<file path="src/rtl/block_checker_nested_pkg.sv">
// Shared encodings for the begin/end nesting checker: FSM states, pending
// counter effect and the ASCII codes the keyword chains compare against.
package block_checker_nested_pkg;

  typedef enum logic [3:0] {
    S_IDLE  = 4'd0,
    S_WORD  = 4'd1,
    S_B     = 4'd2,
    S_BE    = 4'd3,
    S_BEG   = 4'd4,
    S_BEGI  = 4'd5,
    S_BEGIN = 4'd6,
    S_E     = 4'd7,
    S_EN    = 4'd8,
    S_END   = 4'd9
  } state_e;

  typedef enum logic [1:0] {
    P_NONE = 2'd0,
    P_INC  = 2'd1,
    P_DEC  = 2'd2
  } pend_e;

  localparam logic [7:0] CH_SPACE = 8'h20;
  localparam logic [7:0] CH_B     = 8'h62;
  localparam logic [7:0] CH_E     = 8'h65;
  localparam logic [7:0] CH_G     = 8'h67;
  localparam logic [7:0] CH_I     = 8'h69;
  localparam logic [7:0] CH_N     = 8'h6e;
  localparam logic [7:0] CH_D     = 8'h64;

endpackage

</file>
<file path="src/rtl/block_checker_nested_char_classifier.sv">
// Combinational character classification: letter / word separator, plus the
// case-folded code used for keyword matching.
module char_classifier
  import block_checker_nested_pkg::*;
#(
  parameter bit CASE_INSENSITIVE = 1'b1,
  parameter bit SEP_ANY          = 1'b0
) (
  input  logic [7:0] ch_i,
  output logic       is_letter_o,
  output logic       is_sep_o,
  output logic [7:0] folded_o
);

  logic upper, lower;

  assign upper       = (ch_i >= 8'h41) && (ch_i <= 8'h5a);
  assign lower       = (ch_i >= 8'h61) && (ch_i <= 8'h7a);
  assign is_letter_o = upper || lower;
  // Non-letters other than space only split words in SEP_ANY mode.
  assign is_sep_o    = (ch_i == CH_SPACE) || (SEP_ANY && !is_letter_o);
  assign folded_o    = (CASE_INSENSITIVE && upper) ? (ch_i | 8'h20) : ch_i;

endmodule

</file>
<file path="src/rtl/block_checker_nested.sv">
// Streaming begin/end balance checker: a keyword FSM plus a signed balance
// counter with provisional (revocable) token effects and sticky overflow.
module block_checker_nested
  import block_checker_nested_pkg::*;
#(
  parameter int DEPTH_W          = 8,
  parameter bit CASE_INSENSITIVE = 1'b1,
  parameter bit SEP_ANY          = 1'b0
) (
  input  logic               clk,
  input  logic               reset,
  input  logic               in_valid,
  input  logic [7:0]         in,
  output logic               result,
  output logic [DEPTH_W-1:0] depth,
  output logic               underflow,
  output logic               overflow
);

  localparam logic signed [DEPTH_W:0] BAL_MAX = {1'b0, {DEPTH_W{1'b1}}};
  localparam logic signed [DEPTH_W:0] BAL_MIN = {1'b1, {DEPTH_W{1'b0}}};
  localparam logic signed [DEPTH_W:0] BAL_ONE = {{DEPTH_W{1'b0}}, 1'b1};

  state_e                    state_q, state_d;
  pend_e                     pend_q, pend_d;
  logic signed [DEPTH_W:0]   bal_q, bal_d;
  logic                      ovf_q, ovf_d;
  logic                      is_letter, is_sep;
  logic [7:0]                ch;

  char_classifier #(
    .CASE_INSENSITIVE (CASE_INSENSITIVE),
    .SEP_ANY          (SEP_ANY)
  ) u_cls (
    .ch_i        (in),
    .is_letter_o (is_letter),
    .is_sep_o    (is_sep),
    .folded_o    (ch)
  );

  always_ff @(posedge clk or posedge reset) begin
    if (reset) begin
      state_q <= S_IDLE;
      pend_q  <= P_NONE;
      bal_q   <= '0;
      ovf_q   <= 1'b0;
    end else begin
      state_q <= state_d;
      pend_q  <= pend_d;
      bal_q   <= bal_d;
      ovf_q   <= ovf_d;
    end
  end

  always_comb begin
    state_d = state_q;
    pend_d  = pend_q;
    bal_d   = bal_q;
    ovf_d   = ovf_q;
    if (in_valid) begin
      if (is_sep) begin
        state_d = S_IDLE;
        pend_d  = P_NONE;
      end else if (is_letter) begin
        // Any letter that does not continue a chain falls into WORD.
        state_d = S_WORD;
        pend_d  = P_NONE;
        case (state_q)
          S_IDLE: begin
            if (ch == CH_B && !bal_q[DEPTH_W]) state_d = S_B;
            else if (ch == CH_E)               state_d = S_E;
          end
          S_B:    if (ch == CH_E) state_d = S_BE;
          S_BE:   if (ch == CH_G) state_d = S_BEG;
          S_BEG:  if (ch == CH_I) state_d = S_BEGI;
          S_BEGI: begin
            if (ch == CH_N) begin
              state_d = S_BEGIN;
              if (bal_q != BAL_MAX) begin
                bal_d  = bal_q + BAL_ONE;
                pend_d = P_INC;
              end else begin
                ovf_d  = 1'b1;
              end
            end
          end
          S_E:    if (ch == CH_N) state_d = S_EN;
          S_EN: begin
            if (ch == CH_D) begin
              state_d = S_END;
              if (bal_q != BAL_MIN) begin
                bal_d  = bal_q - BAL_ONE;
                pend_d = P_DEC;
              end
            end
          end
          S_BEGIN, S_END: begin
            // Keyword was only a prefix of a longer word: undo its effect.
            if (pend_q == P_INC)      bal_d = bal_q - BAL_ONE;
            else if (pend_q == P_DEC) bal_d = bal_q + BAL_ONE;
          end
          default: ;
        endcase
      end
    end
  end

  always_comb begin
    result    = (bal_q == '0) && !ovf_q;
    underflow = bal_q[DEPTH_W];
    depth     = bal_q[DEPTH_W] ? '0 : bal_q[DEPTH_W-1:0];
    overflow  = ovf_q;
  end

endmodule

</file>
<file path="config.mk">
export PLATFORM = sky130hd
export DESIGN_NAME = block_checker_nested
export DESIGN_NICKNAME = d
export VERILOG_FILES = /design/src/rtl/block_checker_nested_pkg.sv /design/src/rtl/block_checker_nested_char_classifier.sv /design/src/rtl/block_checker_nested.sv
export SDC_FILE = /design/constraint.sdc
export NUM_CORES = 1
export LEC_CHECK = 0
export CAP_MARGIN = 20
export CORE_ASPECT_RATIO = 1.75
export CORE_MARGIN = 2
export CORE_UTILIZATION = 40
export CTS_BUF_LIST = sky130_fd_sc_hd__clkbuf_4
export DETAILED_ROUTE_END_ITERATION = 6
export SLEW_MARGIN = 0
export SYNTH_ARGS = -nofsm -noshare
export SYNTH_HDL_FRONTEND = slang
export SYNTH_SLANG_ARGS = --single-unit
</file>
<file path="constraint.sdc">
create_clock -name clk -period 4.4 [get_ports clk]
set_input_delay 0.66 -clock clk [delete_from_list [all_inputs] [get_ports clk]]
set_output_delay 0.66 -clock clk [all_outputs]
set_load 0.02 [all_outputs]
</file>
## Word level (Yosys, flattened, before mapping)

Cells that the tools add are included.

- Register bits: 16
- Latch bits: 0
- Bits in writable memories: 0
- ROM bits: 0
- Bits of input ports: 11
- Output and inout port bits: 11
- Word-level logic and storage cells: 78
- Memories kept: 0

- $add $sub $neg: 2
- Multipliers: 0
- Div/mod/pow operators: 0
- Order comparisons: 4
- Equal/unequal tests: 24
- Shifts and indexed selects: 0
- Muxes and demuxes: 27
- Bitwise logic cells: 2
- Reduce and logical (&&, ||, !) cells: 15

Operators with widths:

| cell | count |
|---|---|
| 2-to-1 mux 9 bit | 6 |
| == test 8 x 7 -> 1 bit, second input constant | 6 |
| one-hot mux 4 bit (7 select lines) | 1 |
| one-hot mux 9 bit (3 select lines) | 1 |
| != test 9 bit, second input constant | 2 |
| == test 4 x 3 -> 1 bit, second input constant | 4 |
| >= comparator 8 x 7 -> 1 bit, second input constant | 2 |
| less-or-equal comparator 8 x 7 -> 1 bit, second input constant | 2 |
| 2-to-1 mux 4 bit | 4 |
| 2-to-1 mux 3 bit | 5 |
| 2-to-1 mux 2 bit | 5 |
| adder 9 x 2 -> 9 bit, second input constant | 1 |
| logical NOT 9 bit | 1 |
| AND reduction 9 bit | 1 |
| subtractor 9 x 2 -> 9 bit, second input constant | 1 |
| == test 4 x 2 -> 1 bit, second input constant | 2 |
| == test 4 bit, second input constant | 2 |
| == test 8 x 6 -> 1 bit, second input constant | 1 |
| 2-to-1 mux 8 bit | 1 |
| != test 2 bit, second input constant | 4 |
| 2-to-1 mux 6 bit | 1 |
| AND reduction 6 bit | 1 |
| logical AND 1 bit | 4 |
| logical NOT 4 bit | 1 |
| 12 further kinds | 15 |

## Depth between registers and ports, before layout

Gate-level depths: netlist (run 1).

- Word-level depth: 9
- Mapped depth: 11
- Depth with buffers taken out: 9

## Cells and area by module

A second synthesis (run 1) with hierarchy kept.

- Cells, all modules: 172
- Area total of the unflattened synthesis: 1545.2 sq um

Modules (own cells, without submodules):

| module | times used | cells each | area each (sq um) | seq. area each (sq um) |
|---|---|---|---|---|
| block_checker_nested | 1 | 156 | 1423.9 | 400.4 |
| char_classifier | 1 | 16 | 121.4 | 0.0 |

## Worst setup path before layout (run 1)

Ideal clock, no wire load.

- Path kind: register to register
- From: register bal_q[2]
- To: register bal_q[2]
- Library setup time: 0.079 ns
- Data arrival time: 2.117 ns
- Required time: 4.321 ns
- Setup slack: 2.204 ns
- Cell stages (with the launch flop): 12
- Path buffers: 2
- Clock period less this slack: 2.196 ns
- Cell sequence: dfrtp_1 -> buf_2 -> and3_1 -> and3_1 -> and3_1 -> ha_1 -> nand3b_1 -> a31oi_1 -> and4b_1 -> buf_6 -> a21boi_4 -> xor2_1

- Cells in the longest elaborated chain, start to end: 4
- Elaborated cells on any way between the ends: 14
- Those cells by class: add/sub: 2; eq/ne: 4; mux: 7; reduce/logical: 1

RTL lines:

| what | line | source |
|---|---|---|
| from (decl) | block_checker_nested.sv:26 | `logic signed [DEPTH_W:0] bal_q, bal_d;` |
| from (signal assigned) | block_checker_nested.sv:50 | `bal_q <= bal_d;` |
| adder 9 x 2 -> 9 bit or subtractor 9 x 2 -> 9 bit (tied branches) | - |  |
| 2-to-1 mux 9 bit, on equally long branches | block_checker_nested.sv:100, block_checker_nested.sv:79, block_checker_nested.sv:91 |  |
| 2-to-1 mux 9 bit, on equally long branches | block_checker_nested.sv:99, block_checker_nested.sv:77, block_checker_nested.sv:89 |  |
| one-hot mux 9 bit (3 select lines) | block_checker_nested.sv:68 | `case (state_q)` |

Several ways; a longest one is shown, not always the timed one. The select of a mux whose other input is x is not followed.
A chain may end at the register's enable or synchronous reset.

## Final worst setup path (run 1)

- From: register bal_q[2]
- To: output result

- Cells in the longest elaborated chain, start to end: 2

RTL lines:

| what | line | source |
|---|---|---|
| logical NOT 9 bit | block_checker_nested.sv:109 | `result = (bal_q == '0) && !ovf_q;` |
| logical AND 1 bit | block_checker_nested.sv:109 |  |
| to (decl) | block_checker_nested.sv:14 | `output logic result,` |

No other way between the ends.

==> results of run 1 <==
how the worst min path moves through the flow:
stage | cells after the start | end | start
after global placement | 1 | overflow | overflow
after CTS | 1 | overflow | overflow
after detailed placement | 1 | overflow | overflow
after floorplan | 2 | pend_q[1] | pend_q[1]
after global routing | 1 | overflow | overflow
final | 1 | overflow | overflow
layout by cell type (no fill, tap or decap), types with 3 or more instances in the layout:
master | netlist | layout
nand3_1 | 4 | 4
dfrtp_1 | 16 | 16
nand2b_1 | 4 | 4
inv_1 | 9 | 9
nand2_1 | 16 | 16
nor2b_1 | 11 | 11
or3_1 | 3 | 3
and4_1 | 3 | 3
nand4_1 | 3 | 3
ha_1 | 5 | 5
o31ai_1 | 5 | 5
clkdlybuf4s50_1 | 0 | 21
nor4_1 | 3 | 3
nor3_1 | 3 | 3
o21ai_0 | 5 | 5
and3_1 | 4 | 4
a21oi_1 | 5 | 5
nor2_1 | 10 | 10
clkbuf_4 | 0 | 3
xnor2_1 | 6 | 6
stage by stage:
| stage | std cells | setup WS [ns] |
|---|---|---|
| finish | 225 | 1.543 |
| global route | 225 | 1.431 |
| CTS | 225 | 1.551 |
| detailed placement | 221 | 1.467 |
| global placement | 221 | 1.516 |
| floorplan | 164 | 2.204 |
registers in the layout, indices dropped and copies added (netlist names):
name,flops
pend_q,2
state_q,4
overflow,1
bal_q,9
report_power, final:
group | switching, mW | internal, mW | total (mW)
sequential | 0.0108 | 0.149 | 0.160
combinational | 0.0234 | 0.0197 | 0.0431
clock | 0.0525 | 0.0330 | 0.0855
total | 0.0868 | 0.202 | 0.289
logic make-up after synthesis:
family | count (synthesis)
xor gates and xnor gates | 8
and+or+nand+nor | 79
muxes | 2
adders and majority gates | 5
AOI/OAI and AO/OA | 36
DFF | 16
buffers and inverters | 18
area by class of cell:
cell class                      count  area share [%]
Multi-Input combinational cell    130           55.17
Clock inverter                      1          0.2315
Sequential cell                    16           24.69
Clock buffer                        3           1.389
Timing Repair Buffer               21           12.96
Tap cell                           45           3.472
Inverter                            9           2.083
layer usage:
metal  vias to the layer above  track usage (%)  wire, µm
li1                        633                -         -
met1                       637            22.87      1470
met2                        44            40.56      2076
met3                         9            3.091       140
met4                         0            7.714        67
met5                         -                0         0
==> impl_results.md, run 1 <==
* Die Ht at 81.74 µm
* Final net count at 197
* Inserted Diodes at 0
* Clock transition at path regs at 0.11 ns
* Skew-Pair Late Insertion Delay at 0.30 ns
* Clock Path Buffers at 2
* Power Density at 178.2 nW/µm²
* R2R Setup Slk at 1.84 ns
* #FFs+latches synth at 16
* Complex-gate fraction of the synthesized area at 19.29%
* # port buffers at 21
* Crit. End Element: primary output
* Tcrit/Tclk final at 64.94%
* Antenna Nets Post-Route at 0
* Sequential fraction of the synthesis area at 28.99%
* Yosys cell types at 48
* DR iter-0 viols at 29
* Drt drc at 0
* Slowest cell on crit path: clkdlybuf4s50_1
* Register area at 400.4 µm²
* IO Pins at 22
* CTS root buf: clkbuf_4
* Detailed Place HPWL at 2841 µm
* Critical Path Max Stage Delay at 0.60 ns
* Design area at 1622 µm²
* Max Cap Viol at 0
* Die W at 48.42 µm
* Routed length per instance at 16.68 µm
* Global route overflow at 0
* Most common library cells after synthesis: dfrtp_1, nand2_1, nor2b_1, nor2_1, inv_1
* Main combinational cell family by area after synthesis: simple AND/OR/NAND/NOR gates
* VDD IR max at 0.1159 mV
* TNS Setup at 0 ns
* Crit path cell chain: or3_4 -> nor2_1 -> and3_1 -> clkdlybuf4s50_1
* Die area at 3958 µm²
* Critical Path End: result
* Post-Place Cell Area at 1595 µm²
* Global-route wire length before repair at 6354 µm
* # fillers at 337
* Worst r2r path cells at 9
* WP depth at 4
* DR pass1 iterations at 4
* Synth top area share at 28.99%
* CP Max Fanout at 8
* Status: finished clean
* WP data arrival at 2.20 ns
* Critical path type: reg -> out
* GRT Overall Usage at 20.89%
* Initial antenna violation count at 0
* Ys flop type: dfrtp_1
* Worst r2r src: bal_q[2]
* Slew Limit Fails at 0
* Xor/xnor share of the synthesized area at 5.072%
* Hold-fix buffers, CTS at 0
* EDFF count, synth at 0
* Synth area leader: dfrtp_1
* Post-synthesis async set-or-reset flop share at 100.0%
* Area Overhead vs Synth at 17.39%
* Cell Rows at 28
* H-tree Lvls at 1
* Total power at 0.2889 mW
* CP Launch Type: flip-flop
* R2R Path End: bal_q[7]
* Largest net degree at the start of global routing at 17
* Number of setup buffers added after CTS at 0
* Via density at 5.880
* Max_slew headroom at 31.69%
* Initial Util at 41.50%
* Top delay family on crit path: simple AND/OR/NAND/NOR gates
* Buf+Inv Stages, Crit Path at 1
* Clock buffer count from CTS at 3
* Core area at 3328 µm²
* Final Skew at 0.008432 ns
* Adder-cell share of the synthesized area at 4.529%
* Largest cells by area after synthesis: dfrtp_1, nor2b_1, ha_1
* CTS tree: done
* Total routed wirelength at 3753 µm
* Synth Area in Simple Gates at 34.42%
* Post-route minimum period at 2.857 ns
* Ys Warns at 0
* Cell Area, Synth at 1381 µm²
* Launch point of the worst path: bal_q[2]
* Post-CTS Resized at 0
* Multi-input logic area at 894.6 µm²
* Clock sink count at 16
* Syn Inst Count at 164
* Fin. Hold Viols at 0
* Vias at 1323
* Number of global-route vias before repair at 1280
* Worst slew pin tran at 1.025 ns
* # setup viols final at 0
* Hold slack final at 0.5325 ns
* Lkg Pwr at 0.6844 nW
* Multiplexer share of the synthesized area at 1.449%
* Gpl congestion at 0.9044
* Mapped Nets at 180
* Unrepaired setup endpoints after global routing: no
* Layout cells sized above 1 at 6.111%
* Post-Syn Area per Cell at 8.423 µm²
* Max Clk Rate at 0.3500 GHz
* Utilization after layout at 48.72%
* WP data required at 3.74 ns
* Hold Crit Class: reg -> reg
No activity file was read; power rests on OpenSTA's default activity.
==> inputs of run 2 (changes only) <==
Clock period 4.4 ns to 2.75 ns, I/O delays scaled along.
==> run 2 against run 1 <==
Sequential power grew 53%. Cell count grew 3.1%. Critical path depth did not move. Sequential cell count did not move. Non-clock buffer count rose by 7. Global-route usage decreased by 0.74 points. Critical endpoint unchanged.
==> impl_results.md, run 2 (synthesis gave the netlist of run 1 again) <==
* Via density at 5.746 (-2.3%)
* Final net count at 204 (+3.6%)
* GRT Overall Usage at 20.15% (-0.74 points)
* Initial antenna violation count at 0 (unchanged)
* Inserted Diodes at 0 (unchanged)
* Clock sink count at 16 (unchanged)
* Most common cell after layout, fill and taps aside: clkdlybuf4s50_1
* Cell Rows at 28 (unchanged)
* Fin. Hold Viols at 0 (unchanged)
* Layout Cells excl Fill at 232 (+3.1%)
* R2R Path End: bal_q[2]
* Vias at 1333 (+0.76%)
* IO Pins at 22 (unchanged)
* Hold-fix buffers, CTS at 0 (unchanged)
* Biggest register: bal_q
* Unrepaired setup endpoints after global routing: no
* CTS tree: done
* Max FFs per register at 9 (unchanged)
* Gpl congestion at 0.8784 (-2.9%)
* Final Skew at 0.005625 ns (-0.002807 ns)
* Routed length per instance at 15.62 µm (-6.4%)
* Drt drc at 0 (unchanged)
* Core area at 3328 µm² (unchanged)
* Post-route minimum period at 2.596 ns
* CP Launch Type: flip-flop
* Worst r2r src: bal_q[2]
* Detailed Place HPWL at 2779 µm (-2.2%)
* Worst slew pin tran at 1.130 ns (+0.1051 ns)
* Area Overhead vs Synth at 21.20%
* Max_slew headroom at 24.69% (-7.0 points)
* Dpl ws at 0.1553 ns (-1.312 ns)
* Skew-Pair Late Insertion Delay at 0.29 ns (about the same)
* Global route overflow at 0 (unchanged)
* Hold Path End: pend_q[1]
* Die area at 3958 µm² (unchanged)
* Critical path type: reg -> out
* Worst Hold Path Cells at 2 (+1)
* Antenna Nets Post-Route at 0 (unchanged)
* Number of setup buffers added after CTS at 0 (unchanged)
* Tcrit/Tclk final at 94.39%
* Total routed wirelength at 3624 µm (-3.4%)
* DR pass1 iterations at 6 (+2)
* TNS Setup at 0 ns (unchanged)
* Crit. End Element: primary output
* Global-route wire length before repair at 6223 µm (-2.1%)
* H-tree Lvls at 1 (unchanged)
* Clock transition at path regs at 0.10 ns (about the same)
* Die W at 48.42 µm (unchanged)
* Largest net degree at the start of global routing at 17 (unchanged)
* Initial Util at 41.50% (unchanged)
* Launch point of the worst path: bal_q[2]
* Setup ws final at 0.1544 ns (-1.388 ns)
* Most frequent cells in the layout: clkdlybuf4s50_1, nand2_1, dfrtp_1, nor2b_1, nor2_1
* Worst r2r path cells at 9 (unchanged)
* Max Clk Rate at 0.3853 GHz
* Clock buffer count from CTS at 3 (unchanged)
* R2R Setup Slk at 0.27 ns (-1.57 ns)
* Layout cells sized above 1 at 9.626% (+3.5 points)
* Slew Limit Fails at 0 (unchanged)
* Power Density at 279.5 nW/µm² (+57%)
* Die Ht at 81.74 µm (unchanged)
* CTS root buf: clkbuf_4
* Top Registers: bal_q: 9 flops, state_q: 4 flops, pend_q: 2 flops
* VDD IR max at 0.1944 mV (+68%)
* Hold_sp: pend_q[1]
* Post-CTS Resized at 0 (unchanged)
* Hold Crit Class: reg -> reg
* DR iter-0 viols at 30 (+3.4%)
* Number of global-route vias before repair at 1323 (+3.4%)
* # port buffers at 21 (unchanged)
* Max Cap Viol at 0 (unchanged)
* Status: finished clean
* Lkg Pwr at 0.7188 nW (+5.0%)
* # setup viols final at 0 (unchanged)
* Inst Count DP at 228 (+3.2%)
* WP data arrival at 2.18 ns (-0.02 ns)
* CP Max Fanout at 8 (unchanged)
* WP data required at 2.34 ns (-1.40 ns)
* Clock Path Buffers at 2 (unchanged)
[run 2: cell types whose count changed in the layout (fill, tap and decap cells not counted), sizes merged]
| cell | before | now |
|---|---|---|
| buf | 0 | 7 |
[run 2: critical path: stages, from the launching register on]
cell and delay (ns):
dfrtp_1 0.48, or3_4 0.43, nor2_1 0.18, and3_1 0.19
clkdlybuf4s50_1 0.60
[run 2: layout make-up]
cell class / count / area [µm²]
Clock buffer: 3 / 22.52
Clock inverter: 1 / 3.754
Inverter: 9 / 33.78
Multi-Input combinational cell: 130 / 894.6
Timing Repair Buffer: 28 / 262.8
Fill cell: 336 / 1654
Sequential cell: 16 / 400.4
Tap cell: 45 / 56.30
[run 2: metrics by stage]
stage | power, mW | hold WS, ns | instance area (µm²) | util (%)
finish | 0.4680 | 0.4835 | 1674 | 50.30
global route | 0.4919 | 0.5483 | 1674 | 50.30
CTS | 0.4728 | 0.4896 | 1674 | 50.30
detailed placement | 0.3366 | 0.4669 | 1648 | 49.51
global placement | 0.3346 | 0.4717 | 1648 | 49.51
floorplan | 0.2976 | 0.3262 | 1381 | -
[run 2: worst max-delay path by stage]
stage               cells past startpoint        to
floorplan                              11  bal_q[2]
global route                            4    result
detailed placement                      7  bal_q[7]
CTS                                     4    result
finish                                  4    result
global placement                        7  bal_q[2]
[run 2: power breakdown]
group          switching (mW)  internal (mW)  total [mW]
clock network          0.0835         0.0528       0.136
registers             0.00544          0.239       0.245
logic                  0.0485         0.0383      0.0868
total                   0.137          0.330       0.468
[run 2: layer usage]
metal / share of wire (%) / vias up / wire, µm / track usage, %
met4: 2.8 / 0 / 102 / 11.43
met3: 1.9 / 11 / 70 / 2.182
met2: 55 / 25 / 2001 / 37.78
met1: 40 / 656 / 1450 / 22.07
met5: 0 / - / 0 / 0
li1: - / 641 / - / -
